## src/rtl/seg_scan_driver_if.sv

```systemverilog
// Display-side bundle for seg_scan_driver: BCD/flag inputs from the clock logic
// and the registered anode/cathode drive back out.
interface seg_scan_driver_if;
  logic        enable;
  logic [15:0] digits;
  logic [3:0]  dp_in;
  logic [3:0]  blink_mask;
  logic        lz_blank;
  logic [3:0]  anode;
  logic [6:0]  seg;
  logic        dp;
  logic [1:0]  digit_sel;
  logic        frame_tick;

  modport master (
    output enable, digits, dp_in, blink_mask, lz_blank,
    input  anode, seg, dp, digit_sel, frame_tick
  );

  modport slave (
    input  enable, digits, dp_in, blink_mask, lz_blank,
    output anode, seg, dp, digit_sel, frame_tick
  );
endinterface

```

## src/rtl/seg_scan_driver.sv

```systemverilog
// 4-digit common-anode 7-segment scanner: prescaled digit rotation, per-digit
// dead time, frame-latched BCD decode, leading-zero suppression and blinking.
module seg_scan_driver #(
  parameter int SCAN_DIV     = 100000,
  parameter int BLANK_CYCLES = 1000,
  parameter int BLINK_FRAMES = 125
) (
  input logic               clk,
  input logic               rst,
  seg_scan_driver_if.slave  bus
);
  localparam int CW = (SCAN_DIV > 2) ? $clog2(SCAN_DIV) : 1;
  localparam int FW = (BLINK_FRAMES > 2) ? $clog2(BLINK_FRAMES) : 1;
  localparam logic [CW-1:0] CNT_MAX = CW'(SCAN_DIV - 1);
  localparam logic [CW-1:0] BLANK   = CW'(BLANK_CYCLES);
  localparam logic [FW-1:0] FRM_MAX = FW'(BLINK_FRAMES - 1);

  function automatic logic [6:0] dec7(input logic [3:0] n);
    case (n)
      4'd0: dec7 = 7'h40;
      4'd1: dec7 = 7'h79;
      4'd2: dec7 = 7'h24;
      4'd3: dec7 = 7'h30;
      4'd4: dec7 = 7'h19;
      4'd5: dec7 = 7'h12;
      4'd6: dec7 = 7'h02;
      4'd7: dec7 = 7'h78;
      4'd8: dec7 = 7'h00;
      4'd9: dec7 = 7'h10;
      default: dec7 = 7'h3F;
    endcase
  endfunction

  logic [CW-1:0] cnt;
  logic [1:0]    idx;
  logic [FW-1:0] fcnt;
  logic          phase;
  logic          wrapped;
  logic [15:0]   f_digits;
  logic [3:0]    f_dp, f_mask;
  logic          f_lz;

  logic [3:0] anode_q;
  logic [6:0] seg_q;
  logic       dp_q;
  logic [1:0] sel_q;
  logic       tick_q;

  logic       last, wrap, lit, blink;
  logic [3:0] nib;
  logic [6:0] seg_c;
  logic       dp_c;

  assign last = (cnt == CNT_MAX);
  assign wrap = last && (idx == 2'd3);
  assign nib  = f_digits[{idx, 2'b00} +: 4];

  // cnt == 0 is always dark so adjacent digits never overlap, even with no dead time
  always_comb begin
    lit   = bus.enable && (cnt != '0) && !(cnt < BLANK);
    blink = phase && f_mask[idx];
    seg_c = dec7(nib);
    if (blink || (f_lz && idx == 2'd3 && nib == 4'd0)) seg_c = 7'h7F;
    dp_c  = ~f_dp[idx] | blink;
  end

  always_ff @(posedge clk) begin
    if (rst) begin
      cnt      <= '0;
      idx      <= '0;
      fcnt     <= '0;
      phase    <= 1'b0;
      wrapped  <= 1'b0;
      f_digits <= '0;
      f_dp     <= '0;
      f_mask   <= '0;
      f_lz     <= 1'b0;
      anode_q  <= 4'hF;
      seg_q    <= 7'h7F;
      dp_q     <= 1'b1;
      sel_q    <= '0;
      tick_q   <= 1'b0;
    end else begin
      anode_q <= lit ? ~(4'b0001 << idx) : 4'hF;
      seg_q   <= lit ? seg_c : 7'h7F;
      dp_q    <= lit ? dp_c : 1'b1;
      sel_q   <= idx;
      // the tick lines up with the first output cycle of the new frame
      tick_q  <= bus.enable && wrapped;
      if (bus.enable) begin
        wrapped <= wrap;
        cnt     <= last ? '0 : cnt + 1'b1;
        if (last) idx <= idx + 1'b1;
        if (wrap) begin
          f_digits <= bus.digits;
          f_dp     <= bus.dp_in;
          f_mask   <= bus.blink_mask;
          f_lz     <= bus.lz_blank;
          if (fcnt == FRM_MAX) begin
            fcnt  <= '0;
            phase <= ~phase;
          end else begin
            fcnt <= fcnt + 1'b1;
          end
        end
      end
    end
  end

  assign bus.anode      = anode_q;
  assign bus.seg        = seg_q;
  assign bus.dp         = dp_q;
  assign bus.digit_sel  = sel_q;
  assign bus.frame_tick = tick_q;
endmodule
```

## src/flat_wrapper.sv

```systemverilog
// flat-port wrapper written by rule: the top's interface ports become plain ports
module seg_scan_driver_flat 
#(
  parameter int SCAN_DIV     = 100000,
  parameter int BLANK_CYCLES = 1000,
  parameter int BLINK_FRAMES = 125
)
  (clk, rst, bus_enable, bus_digits, bus_dp_in, bus_blink_mask, bus_lz_blank, bus_anode, bus_seg, bus_dp, bus_digit_sel, bus_frame_tick);
  seg_scan_driver_if bus_i ();
  input logic clk;
  input logic rst;
  input wire logic [$bits(bus_i.enable)-1:0] bus_enable;
  input wire logic [$bits(bus_i.digits)-1:0] bus_digits;
  input wire logic [$bits(bus_i.dp_in)-1:0] bus_dp_in;
  input wire logic [$bits(bus_i.blink_mask)-1:0] bus_blink_mask;
  input wire logic [$bits(bus_i.lz_blank)-1:0] bus_lz_blank;
  output wire logic [$bits(bus_i.anode)-1:0] bus_anode;
  output wire logic [$bits(bus_i.seg)-1:0] bus_seg;
  output wire logic [$bits(bus_i.dp)-1:0] bus_dp;
  output wire logic [$bits(bus_i.digit_sel)-1:0] bus_digit_sel;
  output wire logic [$bits(bus_i.frame_tick)-1:0] bus_frame_tick;
  assign bus_i.enable = bus_enable;
  assign bus_i.digits = bus_digits;
  assign bus_i.dp_in = bus_dp_in;
  assign bus_i.blink_mask = bus_blink_mask;
  assign bus_i.lz_blank = bus_lz_blank;
  assign bus_anode = bus_i.anode;
  assign bus_seg = bus_i.seg;
  assign bus_dp = bus_i.dp;
  assign bus_digit_sel = bus_i.digit_sel;
  assign bus_frame_tick = bus_i.frame_tick;
  seg_scan_driver #(.SCAN_DIV(SCAN_DIV), .BLANK_CYCLES(BLANK_CYCLES), .BLINK_FRAMES(BLINK_FRAMES)) u_core (.clk(clk), .rst(rst), .bus(bus_i));
endmodule
```

## config.mk

```make
export PLATFORM = sky130hd
export DESIGN_NAME = seg_scan_driver_flat
export DESIGN_NICKNAME = d
export VERILOG_FILES = /design/src/rtl/seg_scan_driver_if.sv /design/src/rtl/seg_scan_driver.sv /design/src/flat_wrapper.sv
export SDC_FILE = /design/constraint.sdc
export NUM_CORES = 1
export LEC_CHECK = 0
export BUFFER_PORTS_ARGS = -buffer_cell sky130_fd_sc_hd__clkbuf_2
export CAP_MARGIN = 10
export CORE_MARGIN = 5
export CORE_UTILIZATION = 50
export CTS_CLUSTER_DIAMETER = 100
export DETAILED_ROUTE_END_ITERATION = 10
export GPL_TIMING_DRIVEN = 0
export HOLD_SLACK_MARGIN = 0.05
export PLACE_DENSITY = 0.76
export SKIP_CTS_REPAIR_TIMING = 1
export SYNTH_ARGS = -nofsm -noshare
export SYNTH_HDL_FRONTEND = slang
export SYNTH_SLANG_ARGS = --single-unit
```

## constraint.sdc

```tcl
create_clock -name clk -period 2.65 [get_ports clk]
set_input_delay 0.6625 -clock clk [delete_from_list [all_inputs] [get_ports clk]]
set_output_delay 0.6625 -clock clk [all_outputs]
set_load 0.005 [all_outputs]
```

# == Word level (Yosys, flattened, before mapping) ==
# Memories as Yosys holds them, arrays and structs flattened. A register that Yosys moved wholly into a read port is not among the register bits.
# Cells that the tools add are included.
# classes
n_shift,2
n_reduce_logical,16
div,0
n_eq_ne,3
order_cmp,2
n_bitwise,5
multipliers,0
addsub,3
n_mux,6
# op_table
cell,count
"adder 17 x 1 -> 17 bit, second input constant",1
"== test 17 bit, second input constant",1
"< comparator 17 x 10 -> 1 bit, second input constant",1
2-to-1 mux 17 bit,1
nonzero test 17 bit,1
indexed part select 16 x 5 -> 4 bit,1
"adder 7 x 1 -> 7 bit, second input constant",1
"== test 7 bit, second input constant",1
logical AND 1 bit,7
2-to-1 mux 7 bit,1
binary-select mux 1 bit (select 2 bit),2
zero test 4 bit,1
inverter 4 bit,1
AND reduction 2 bit,2
"left shift 1 x 2 -> 4 bit, first input constant",1
"< comparator 2 x 3 -> 1 bit, second input constant",1
inverter 1 bit,3
AND reduction 3 bit,1
OR reduction 3 bit,1
"adder 2 x 1 -> 2 bit, second input constant",1
"== test 2 bit, second input constant",1
2-to-1 mux 1 bit,2
OR reduction 2 bit,1
zero test 1 bit,1
2 further kinds,2
# totals
latchBits,0
mem_bits_ro,112
ram_bits,0
out_inout_bits,15
input_bits,28
mem_count,1
register_bits,61
# mem_list
name,depth,word_bits,read_ports,rd_ports_with_merged_regs,wr,line_no,text
(no name shown),16,7,1,1,0,seg_scan_driver.sv:19,case (n)

# == Longest topological paths before layout ==
# depth
ltp_word,5
depth_mapped,9
depth_no_buf,8

# == Worst setup path before layout ==
# Ideal clock, no wire load.
# synth_path
path_kind,register to register
from,register u_core.idx[0]
to,"register u_core.seg_q[4], in the netlist u_core.bus.seg[4]"
required_time_ns,2.494
path_stages_with_launch,9
path_buffers,1
arrival_time_ns,2.247
setup_slack_ns,0.247
cell_sequence,dfxtp_1 buf_1 mux4_2 inv_1 ha_1 nand3_1 or3b_2 a221oi_1 o21ai_0
# synth_between
elab_chain_cells,5
elab_cells_between_ends,10
cone_classes,eq/ne (1); shift (1); mux (2); reduce/logical (6)
# synth_lines
element,line_no,text
start: declaration,seg_scan_driver.sv:35,logic [1:0] idx;
start signal: assignment,seg_scan_driver.sv:93,if (last) idx <= idx + 1'b1;
indexed part select 16 x 5 -> 4 bit (tied with other cells),seg_scan_driver.sv:56,"assign nib = f_digits[{idx, 2'b00} +: 4];"
zero test 4 bit (tied with other cells),seg_scan_driver.sv:63,if (blink || (f_lz && idx == 2'd3 && nib == 4'd0)) seg_c = 7'h7F;
"logical AND 1 bit, on equally long branches","seg_scan_driver.sv:63, seg_scan_driver.sv:61",
logical OR 1 bit,seg_scan_driver.sv:63,
OR reduction 3 bit (no source line),--,
end: declaration,seg_scan_driver.sv:44,logic [6:0] seg_q;
# Several ways; a longest one is shown, not always the timed one. The select of a mux whose other input is x is not followed.
# A chain may end at the register's enable or synchronous reset.

# == Worst setup path in the final report ==
# layout_path
from,register u_core.idx[1]
to,"register u_core.seg_q[4], in the netlist u_core.bus.seg[4]"
# Same word-level chain as after synthesis.

==> results.rst <==
.. list-table::
   :header-rows: 1

   * - Metric
     - Value
   * - Status
     - finished, final reports clean
   * - Buffers on Ports
     - 41
   * - Vias in the first global route
     - 2757
   * - Final hold slack
     - 0.458 ns
   * - Start-to-end type of the worst setup path
     - reg -> reg
   * - Mux share of post-synthesis cell area
     - 0.0518
   * - Slack of the critical path
     - 0.195 ns
   * - GP Congestion
     - 0.910
   * - Mean Syn Cell Area
     - 8.78 um2
   * - Post-synthesis share of cell area spent on xor and xnor gates
     - 0.0275
   * - Hold violation total from the final report
     - 0
   * - Pwr Total
     - 0.00201 W
   * - Overall routed net length
     - 7660 um
   * - Number of antenna violations at the first check in global routing
     - 0
   * - Crit-path cells
     - buf_4, mux2i_1, nand2_1, o21ai_0, ha_1, nand3_1, or3b_2, a221oi_1, o21ai_0
   * - GRT Residual Overflow
     - 0
   * - Top fanout value on the critical path
     - 10
   * - Crit path buf inv count
     - 1
   * - Dominant cells by area after synthesis
     - dfxtp_1 (43%), a21oi_1 (7.4%), nand3_1 (6.1%)
   * - Critical path data arrival time
     - 2.65 ns
   * - Register Area
     - 1360 um2
   * - FP Rows
     - 29
   * - Tot GR Track Use
     - 0.193
   * - Syn_nets
     - 404
   * - Leak pwr
     - 1.29 nW
   * - Worst relative slew slack
     - 0.539
   * - Main combinational cell family by area after synthesis
     - simple AND/OR/NAND/NOR gates
   * - Largest net degree at the start of global routing
     - 12
   * - Endpoint type of the worst setup path
     - flop
   * - Maximum resistive drop on vdd
     - 262 uV
   * - Worst min path class
     - reg -> reg
   * - Worst path most repeated cell
     - o21ai_0
   * - Biggest area consumer among synthesized cells
     - dfxtp_1
   * - Clock tree from TritonCTS
     - done
   * - Die area
     - 8070 um2
   * - Wire length of the first global-routing pass
     - 13000 um
   * - Area fraction in compound gates after synthesis
     - 0.196
   * - Proportion of layout cells with a drive suffix above 1
     - 0.179
   * - Worst path slowest cell
     - or3b_2
   * - Count of filler cells inserted in the layout
     - 550
   * - Insertion delay to the later sink of the worst-skew pair
     - 0.34 ns
   * - Required time worst endpoint
     - 2.85 ns
   * - Starting utilization of the core area
     - 0.508
   * - Slew at the pin closest to its max-slew limit
     - 0.685 ns
   * - Largest delay share family, worst path
     - simple AND/OR/NAND/NOR gates
   * - Register bit count reported by yosys
     - 68
   * - FFs w/ async S/R, synth
     - 0
   * - Count of TritonRoute iterations in the first routing pass
     - 4
   * - Number of flops mapped to enable cells by yosys
     - 0
   * - Unrepaired setup endpoints after global routing
     - no
   * - Startpoint class of the critical path
     - flop
   * - Highest achievable clock rate
     - 407 MHz
   * - Count of maximum capacitance violations
     - 0
   * - Total clock buffers created by CTS
     - 9
   * - Root buffer cell
     - clkbuf_8
   * - Slowest Stage Delay on Critical Path
     - 0.46 ns
   * - Antenna cell count
     - 0
   * - Number of design rule violations left after detail routing
     - 0
   * - Setup slack at placement
     - -0.246 ns
   * - Setup Skew
     - 0.00824 ns
   * - Warnings from Yosys
     - 0
   * - Prevailing post-synth register cell
     - dfxtp_1
   * - Per-cell routed wire length
     - 15.4 um
   * - Final cycle utilization of the critical path
     - 0.927
   * - Total number of nets in the final design
     - 456
   * - Area delta synth->final
     - 16.9%
   * - Total area of multi-input combinational cells
     - 1680 um2
   * - Detailed router's first-iteration violation count
     - 238
   * - Number of distinct library cells after synthesis
     - 46
   * - Number of clock sinks seen by CTS
     - 68
   * - Buffer levels on the longest clock path
     - 2
   * - Post-synthesis share of cell area spent on full adders, half adders and majority gates
     - 0.0510
   * - Post-Syn Area
     - 3190 um2
   * - Sequential area share after synthesis
     - 0.427
   * - Area fraction in and, or, nand and nor cells after synthesis
     - 0.198
   * - Via count of the routed design
     - 2846
   * - Core outline area
     - 6280 um2
   * - Post-layout utilization of the core
     - 0.593
   * - Height of the die
     - 89.8 um
   * - Die width
     - 89.8 um
   * - Share of the synthesized area in the top cell type
     - 0.427
   * - Final critical delay including setup and external delays
     - 2.46 ns
   * - Count of final setup violators
     - 0
   * - Clock transition time at the flip-flop clock pins of the worst setup and hold paths
     - 0.07 ns
   * - HPWL Detailed
     - 5530 um
   * - Ports placed on the boundary
     - 43
   * - Gate Count Post-Synth
     - 363
   * - Per-cell via count in the routed design
     - 5.73
   * - Final Max Slew Viols
     - 0
   * - H-tree depth
     - 3
   * - Post-DRT Antenna Nets
     - 0
   * - Total power divided by cell area
     - 540 nW/um2
## worst paths after layout
check / cells after the start / start / endpoint / slack, ns
worst max-delay path: 9 / u_core.idx[1]$_SDFFE_PP0P_ / u_core.bus.seg[4]$_SDFF_PP1_ / 0.19
worst min-delay path: 2 / u_core.wrapped$_SDFFE_PP0P_ / u_core.bus.frame_tick$_SDFF_PP0_ / 0.46
worst max register to register: 9 / u_core.idx[1]$_SDFFE_PP0P_ / u_core.bus.seg[4]$_SDFF_PP1_ / 0.19
worst min register to register: 2 / u_core.wrapped$_SDFFE_PP0P_ / u_core.bus.frame_tick$_SDFF_PP0_ / 0.46
## synthesized netlist by cell type (4+ instances only)
library cell,count
a21oi_1,47
clkbuf_1,25
dfxtp_1,68
ha_1,13
inv_1,11
mux4_2,5
nand2_1,14
nand3_1,39
nand4_1,7
nand4b_1,4
nor2_1,15
o211ai_1,5
o21ai_0,37
o31ai_1,6
or3_1,5
or4_1,4
xnor2_1,4
xor2_1,6
## placed cells by master, fill, tap and decap left out, types with 5 or more instances in the layout
cell,instances
a21oi_1,47
clkbuf_1,24
clkbuf_2,43
clkbuf_8,10
dfxtp_1,68
ha_1,13
inv_1,11
mux4_2,5
nand2_1,14
nand3_1,39
nand4_1,7
nor2_1,15
o211ai_1,5
o21ai_0,37
o31ai_1,6
or3_1,5
xor2_1,6
## sequential cells by signal, summed over array words and instances, names as in the netlist, 2 cells and up
register              flops
u_core.fcnt               7
u_core.f_mask             4
u_core.f_dp               4
u_core.bus.digit_sel      2
u_core.bus.seg            7
u_core.idx                2
u_core.f_digits          16
u_core.cnt               17
u_core.bus.anode          4
## layout make-up
class | count | area share
inverter | 11 | 0.0111
sequential | 68 | 0.365
clock buffer | 12 | 0.0390
tap | 77 | 0.0259
clock inverter | 4 | 0.0195
multi-input combinational | 256 | 0.450
timing repair buffer | 41 | 0.0551
buffer | 28 | 0.0339
## cell families (layout without fill, tap and decap cells)
kind of cell    after synthesis  count (layout)
compound gates              110             110
xor+xnor                     10              10
fa+ha+maj                    13              13
buf+inv                      39              96
flops                        68              68
mux                          10              10
simple gates                113             113
## metal layers
| layer | global-route usage | share of wire | wire length (um) | vias up |
|---|---|---|---|---|
| met1 | 0.255 | 0.45 | 3440 | 1322 |
| met4 | 0.0793 | 0.017 | 127 | 0 |
| li1 | - | - | - | 1434 |
| met5 | 0 | 0 | 0 | - |
| met2 | 0.305 | 0.47 | 3580 | 77 |
| met3 | 0.0384 | 0.067 | 514 | 13 |
## worst min-delay path, cell delays in order, from the launching register on
cell     delay [ns]
dfxtp_1        0.30
inv_1          0.06
nor2_1         0.05
## where the power goes
group          leakage, nW  switching [W]  internal, W
Combinational        0.633      0.0000277    0.0000208
Clock                0.107       0.000383     0.000555
Sequential           0.548     0.00000373      0.00102
Total                 1.29       0.000414      0.00160
## per-stage QoR
step / setup TNS [ns] / cell area, um2 / instances
2_1_floorplan: 0 / 3190 / 363
3_3_place_gp: -0.517 / 3490 / 481
3_5_place_dp: -0.983 / 3490 / 481
4_1_cts: -0.985 / 3710 / 497
5_1_grt: 0 / 3720 / 497
6_report: 0 / 3720 / 497
(Power assumes the default switching activity.)
